### src/rtl/fft_stage_accum_if.sv
// Block-sum hand-off bus between the stage accumulator and the FFT output buffer.
// The master drives a completed block sum and holds it until the slave accepts it.
`timescale 1ns/1ps
interface fft_stage_accum_if #(
  parameter int ACC_W = 11
);
  logic [ACC_W-1:0] out_data;
  logic             out_valid;
  logic             out_ready;

  modport master (
    output out_data,
    output out_valid,
    input  out_ready
  );

  modport slave (
    input  out_data,
    input  out_valid,
    output out_ready
  );
endinterface

### src/rtl/fft_stage_accum.sv
// Stage accumulator placed behind the 4-register doubling pipeline.
// The pipeline carries no valid signal, so this block delays `start` by LATENCY
// cycles to find out which sum_in samples are real. It adds BLOCK of those
// samples into one block sum and offers the sum on a one-entry valid/ready slot.
// A block that completes while the slot is still full is dropped, and the drop
// is recorded in the sticky overflow flag.
`timescale 1ns/1ps
module fft_stage_accum #(
  parameter int width   = 4,
  parameter int LATENCY = 4,
  parameter int BLOCK   = 4,
  parameter int ACC_W   = 11
) (
  input  logic                 clk,
  input  logic                 rst,
  input  logic                 start,
  input  logic [width+4:0]     sum_in,
  fft_stage_accum_if.master    out_bus,
  output logic                 busy,
  output logic                 overflow
);

  localparam int CNT_W = $clog2(BLOCK);

  typedef enum logic {
    IDLE,
    ACCUM
  } state_t;

  state_t             state, state_next;
  logic [LATENCY-1:0] vld_line, vld_line_next;
  logic [ACC_W-1:0]   acc, acc_next;
  logic [ACC_W-1:0]   sum_ext, blk_value;
  logic [ACC_W-1:0]   out_data_q;
  logic [CNT_W-1:0]   cnt, cnt_next;
  logic               out_valid_q;
  logic               samp, blk_done, accept;

  // Shifting left and OR-ing in start keeps this valid even when LATENCY is 1.
  assign vld_line_next = (vld_line << 1) | LATENCY'(start);
  assign samp          = vld_line[LATENCY-1];
  assign sum_ext       = ACC_W'(sum_in);
  assign accept        = out_valid_q && out_bus.out_ready;

  assign out_bus.out_data  = out_data_q;
  assign out_bus.out_valid = out_valid_q;

  // Rebuild sample alignment: start travels LATENCY flops to meet its sum_in.
  always_ff @(posedge clk) begin
    if (rst) begin
      vld_line <= '0;
    end else begin
      vld_line <= vld_line_next;
    end
  end

  // Next-state logic of the accumulator. Samples only count when samp is high,
  // and a block completes on its BLOCK-th aligned sample.
  always_comb begin
    state_next = state;
    acc_next   = acc;
    cnt_next   = cnt;
    blk_done   = 1'b0;
    blk_value  = acc + sum_ext;
    case (state)
      IDLE: begin
        if (samp) begin
          acc_next   = sum_ext;
          cnt_next   = CNT_W'(1);
          state_next = ACCUM;
        end
      end
      ACCUM: begin
        if (samp) begin
          if (cnt == CNT_W'(BLOCK - 1)) begin
            blk_done   = 1'b1;
            acc_next   = '0;
            cnt_next   = '0;
            state_next = IDLE;
          end else begin
            acc_next = acc + sum_ext;
            cnt_next = cnt + CNT_W'(1);
          end
        end
      end
      default: begin
        state_next = IDLE;
        acc_next   = '0;
        cnt_next   = '0;
      end
    endcase
  end

  // Accumulator state register; reset throws away any partial block.
  always_ff @(posedge clk) begin
    if (rst) begin
      state <= IDLE;
      acc   <= '0;
      cnt   <= '0;
    end else begin
      state <= state_next;
      acc   <= acc_next;
      cnt   <= cnt_next;
    end
  end

  // One-entry output slot. A completed block may refill the slot on the same
  // edge that the consumer empties it. Otherwise the block is dropped and the
  // drop is recorded.
  always_ff @(posedge clk) begin
    if (rst) begin
      out_data_q  <= '0;
      out_valid_q <= 1'b0;
      overflow    <= 1'b0;
    end else if (blk_done) begin
      if (!out_valid_q || accept) begin
        out_data_q  <= blk_value;
        out_valid_q <= 1'b1;
      end else begin
        overflow <= 1'b1;
      end
    end else if (accept) begin
      out_valid_q <= 1'b0;
    end
  end

  // busy is taken from the next-state values. After each edge it shows whether a
  // partial block or an in-flight sample is present.
  always_ff @(posedge clk) begin
    if (rst) begin
      busy <= 1'b0;
    end else begin
      busy <= (state_next == ACCUM) || (vld_line_next != '0);
    end
  end

endmodule
### src/flat_wrapper.sv
// flat-port wrapper written by rule: the top's interface ports become plain ports
module fft_stage_accum_flat 
#(
  parameter int width   = 4,
  parameter int LATENCY = 4,
  parameter int BLOCK   = 4,
  parameter int ACC_W   = 11
)
  (clk, rst, start, sum_in, busy, overflow, out_bus_out_data, out_bus_out_valid, out_bus_out_ready);
  fft_stage_accum_if #(.ACC_W(ACC_W)) out_bus_i ();
  input  logic clk;
  input  logic rst;
  input  logic start;
  input  logic [width+4:0] sum_in;
  output logic busy;
  output logic overflow;
  output wire logic [$bits(out_bus_i.out_data)-1:0] out_bus_out_data;
  output wire logic [$bits(out_bus_i.out_valid)-1:0] out_bus_out_valid;
  input wire logic [$bits(out_bus_i.out_ready)-1:0] out_bus_out_ready;
  assign out_bus_out_data = out_bus_i.out_data;
  assign out_bus_out_valid = out_bus_i.out_valid;
  assign out_bus_i.out_ready = out_bus_out_ready;
  fft_stage_accum #(.width(width), .LATENCY(LATENCY), .BLOCK(BLOCK), .ACC_W(ACC_W)) u_core (.clk(clk), .rst(rst), .start(start), .sum_in(sum_in), .out_bus(out_bus_i), .busy(busy), .overflow(overflow));
endmodule
### config.mk
export PLATFORM = sky130hd
export DESIGN_NAME = fft_stage_accum_flat
export DESIGN_NICKNAME = d
export VERILOG_FILES = /design/src/rtl/fft_stage_accum_if.sv /design/src/rtl/fft_stage_accum.sv /design/src/flat_wrapper.sv
export SDC_FILE = /design/constraint.sdc
export NUM_CORES = 1
export LEC_CHECK = 0
export CORE_ASPECT_RATIO = 0.7
export CORE_MARGIN = 5
export CORE_UTILIZATION = 58
export DETAILED_ROUTE_END_ITERATION = 12
export MAX_ROUTING_LAYER = met4
export PLACE_DENSITY = 0.94
export SLEW_MARGIN = 20
export SYNTH_ARGS = -nofsm -noshare
export SYNTH_HDL_FRONTEND = slang
export SYNTH_SLANG_ARGS = --single-unit
export TNS_END_PERCENT = 10
### constraint.sdc
create_clock -name clk -period 3.6 [get_ports clk]
set_clock_uncertainty 0.15 [all_clocks]
set_input_delay 0.36 -clock clk [delete_from_list [all_inputs] [get_ports clk]]
set_output_delay 0.36 -clock clk [all_outputs]
set_load 0.02 [all_outputs]
==> results.txt <==
The run finished with clean final reports. The routed wirelength normalized by instance count came out at 14.7 um. In this design, the stage delay of the slowest critical-path cell is 0.48 ns. Counting the buffers created by CTS gives 5. The post-route netlist has approximately 6.3% of its cells at a drive strength greater than 1. The Yosys step of the flow raised 0 warnings. Summed over all nets, the half-perimeter wirelength after detailed placement is 3.03 mm. The TritonCTS sink count is 32. The site row count came out at 17. The floorplan step defined a die boundary enclosing between 0.004 and 0.005 mm2. The DRC violation total after the first TritonRoute iteration is 152. The root cell of the clock tree is clkbuf_8. The total instance count after detailed placement is 283.

The worst pin sits at a relative slew slack of 65.4%. The worst-case IR drop observed on VDD is 0.274 mV. Averaged over all synthesized cells, the footprint is about 8.0 um2. For this design, the slowest cell found on the critical path is clkdlybuf4s50_1. TritonCTS built the clock tree.

After clock tree synthesis, the setup repair step added 0 buffers. The filler cell count in the final layout came out at 246. The maximum count of clock buffers along a single path is 2. The classification of the worst setup path is primary input to flip-flop.

Setup repair after global routing left no endpoint under its margin. Data on the critical path is required at its endpoint by 3.62 ns. For the worst-skew pair, the clock arrives at the later sink with an insertion delay of 0.29 ns.

The number of pins with negative max-slew slack in the final report was 0. The power density relative to cell area came out at 356 mW/mm2. For this run, the register share of the synthesized area comes to between 30% and 40%. The leakage power total is 0.825 nW.

The end of the worst register-to-register path is u_core.acc[10]$_SDFFE_PP0P_. The layout overhead on the synthesized area came out at 20.5%. The placement-stage worst setup slack came out at between 0.7 and 0.8 ns. The total stage count of the critical path came out at 9. After detailed placement, the total cell area comes to 0.00208 mm2. For the worst setup path, the data arrival time is 2.54 ns.

The initial antenna violation count came to 0. The clock period minus final worst setup slack came out at 2.52 ns. The number of detailed-routing iterations run before antenna repair is 4. For flop-to-flop paths, the worst setup slack is between 1 and 1.5 ns. The startpoint of the most critical register-to-register path is u_core.acc[0]$_SDFFE_PP0P_.

The synthesized design contains 32 register bits. The fmax came out at roughly 400 MHz. When the netlist entered floorplanning its net count stood at 253. The global-route usage over all layers is 20.5%. The hold-fix buffer count after cts is 0. The number of global-route vias before repair is 1639.

The critical path startpoint category is a primary input. The count of input and output buffers came out at 26. The footprint of the multi-input gates came out at 0.00109 mm2. The CTS clock-pin slew for the worst setup and hold paths is 0.07 ns. The number of diodes is 0. The reported max-cap violation count is 0. The count of vias placed by the detailed router is 1752. STA classifies the critical path endpoint as a flip-flop. Yosys mapped the design onto 45 distinct sky130hd cell types. The detail-routed via count per cell came out at 6.02. The critical path starts at sum_in[0].

The starting utilization of the core area came out at 59.1%. 27 I/O pins were placed. In this run the worst setup path terminates at u_core.acc[10]$_SDFFE_PP0P_. The number of buffers and inverters on the critical path is 2. The number of instances in the synthesized netlist is 229. For this run, design rule violations remaining after detail routing come to 0. The remaining global-route overflow came out at 0. The final sum of negative setup slack came out at 0 ns. The number of cells on the worst reg-to-reg path is 8. The smallest setup slack after layout is 1.08 ns.

The core box area is just over 0.003 mm2. The clock tree synthesis step divided the H-tree into 2 levels. The total of endpoints with negative setup slack in the final report came out at 0. Once layout is done, the placed cells without fillers occupy roughly 0.0022 mm2. Summing every instance area after synthesis gives 0.00182 mm2. The overall routed net length is 4.27 mm. The wire length of the first global-routing pass is 7.13 mm. Entering global routing, the biggest net connects 24 pins. The last weighted congestion value of the routability-driven placer came out at 0.870. The maximum fanout encountered on the critical timing path is 4.

The post-CTS resize count came out at 0. After synthesis, the share of flip-flops with an asynchronous set or reset is 0%. The slew at the pin with the worst max-slew slack is 0.517 ns. The detail route stage leaves a number of antenna-violating nets equal to 0.

The hold violation count in the final report is 0. The count of flip-flops with a built-in enable after synthesis came out at 0. In this design, the largest share of critical-path delay is due to adder cells. The post-route core utilization came out at ~71%. The ratio of final minimum period to clock period came out at ~70%. The worst min-delay path class is flip-flop to flip-flop. Among all flip-flop cells after synthesis, the most frequent one is dfxtp_1. The signal on the critical path passes through clkdlybuf4s50_1 > ha_1 > inv_1 > fa_1 > and2b_1 > o21ai_2 > a2111oi_2 > or4_1 > nand3_1.

The finished layout holds about 290 standard cells, fillers aside. The number of nets in the final layout came out at 276. Across the whole layout, storage elements account for around 640 um2.

The height of the die is 56.9 um. From left edge to right edge, the die measures 77.0 um.
[area by class of cell]
cell class                 instances  area share (%)
inverter                           9            1.54
sequential                        32            29.2
multi-input combinational        176            49.5
clock buffer                       5            3.14
timing repair buffer              28            12.5
clock inverter                     3            1.94
tap                               38            2.17
[per-layer routing]
layer / routed length, um / global-route usage (%) / part of all wire [%]
met1: 2020 / 26.3 / 47
met2: 1830 / 30.5 / 43
met3: 337 / 5.29 / 7.9
met4: 81 / 8.58 / 1.9
met5: 0 / - / 0
[stage by stage]
| step | power [mW] | hold WS [ns] |
|---|---|---|
| floorplan | 0.418 | 0.286 |
| global placement | 0.443 | 0.293 |
| detailed placement | 0.444 | 0.300 |
| CTS | 0.788 | 0.311 |
| global route | 0.810 | 0.340 |
| finish | 0.782 | 0.307 |
[power by group]
part / switching (mW) / total, mW / internal, mW
Sequential: 0.00300 / 0.362 / 0.359
Combinational: 0.0435 / 0.0757 / 0.0322
Clock: 0.140 / 0.344 / 0.205
Total: 0.186 / 0.782 / 0.596
[worst min path at each step]
stage / from / endpoint / slack, ns / cells past startpoint
global placement: u_core.vld_line[0]$_SDFF_PP0_ / u_core.vld_line[1]$_SDFF_PP0_ / 0.29 / 1
floorplan: u_core.cnt[1]$_SDFFE_PP0P_ / u_core.cnt[1]$_SDFFE_PP0P_ / 0.29 / 2
CTS: u_core.out_bus.out_data[3]$_SDFFE_PP0P_ / u_core.out_bus.out_data[3]$_SDFFE_PP0P_ / 0.31 / 2
global route: u_core.out_bus.out_data[2]$_SDFFE_PP0P_ / u_core.out_bus.out_data[2]$_SDFFE_PP0P_ / 0.34 / 2
detailed placement: u_core.out_bus.out_data[3]$_SDFFE_PP0P_ / u_core.out_bus.out_data[3]$_SDFFE_PP0P_ / 0.30 / 2
finish: u_core.out_bus.out_data[5]$_SDFFE_PP0P_ / u_core.out_bus.out_data[5]$_SDFFE_PP0P_ / 0.31 / 2
[kinds of logic (layout without fill, tap and decap cells)]
group                      after synthesis  count (layout)  synth area share, %
DFF                                     32              32                 35.2
buffers and inverters                   21              45                 5.22
and+or+nand+nor                        105             105                 29.7
muxes                                    1               1                0.549
adders and majority gates               11              11                 7.97
xor gates and xnor gates                 2               2                0.962
AOI/OAI and AO/OA                       57              57                 20.4
[cells in the mapped netlist (2+ instances only)]
master,n,area [um2]
clkbuf_1,9,33.8
xnor2_1,2,17.5
nand2_1,23,86.3
o211ai_1,2,15.0
inv_1,9,33.8
or3_1,4,25.0
o21a_1,2,15.0
nor2_1,19,71.3
o21ai_0,12,60.1
a311oi_1,2,17.5
dfxtp_1,32,641
o311ai_0,2,17.5
nor2b_1,4,25.0
a21oi_1,18,90.1
a21o_1,2,15.0
nand3_1,22,110
o2111ai_1,2,17.5
a21oi_2,2,17.5
nand2b_1,5,31.3
a211oi_1,5,37.5
and2b_1,2,15.0
or4_1,5,37.5
buf_6,2,22.5
nor3_1,7,35.0
ha_1,10,125
a31oi_1,2,12.5
nor4_1,5,31.3
[state kept, by name (all words and copies together) (netlist names)]
register / flops
u_core.acc: 11
u_core.out_bus.out_data: 11
u_core.vld_line: 4
u_core.cnt: 2
u_core.busy: 1
u_core.out_bus.out_valid: 1
u_core.overflow: 1
u_core.state: 1
[cell usage in the layout (no fill, tap or decap), types with 4 or more instances in the layout]
cell | Yosys | routed
nand2_1 | 23 | 23
a211oi_1 | 5 | 5
nand2b_1 | 5 | 5
nor2_1 | 19 | 19
dfxtp_1 | 32 | 32
clkdlybuf4s50_1 | 0 | 26
nor4_1 | 5 | 5
nor3_1 | 7 | 7
a21oi_1 | 18 | 18
ha_1 | 10 | 10
or4_1 | 5 | 5
nand3_1 | 22 | 22
nor2b_1 | 4 | 4
clkbuf_8 | 0 | 5
or3_1 | 4 | 4
o21ai_0 | 12 | 12
inv_1 | 9 | 9
[worst reg2reg max path, stage by stage (launching register included)]
cell and delay (ns):
dfxtp_1 0.34, ha_1 0.17, inv_1 0.06, fa_1 0.40, and2b_1 0.25, o21ai_2 0.08, a2111oi_2 0.48, or4_1 0.19
nand3_1 0.07
Power figures use the tool's default switching activity.
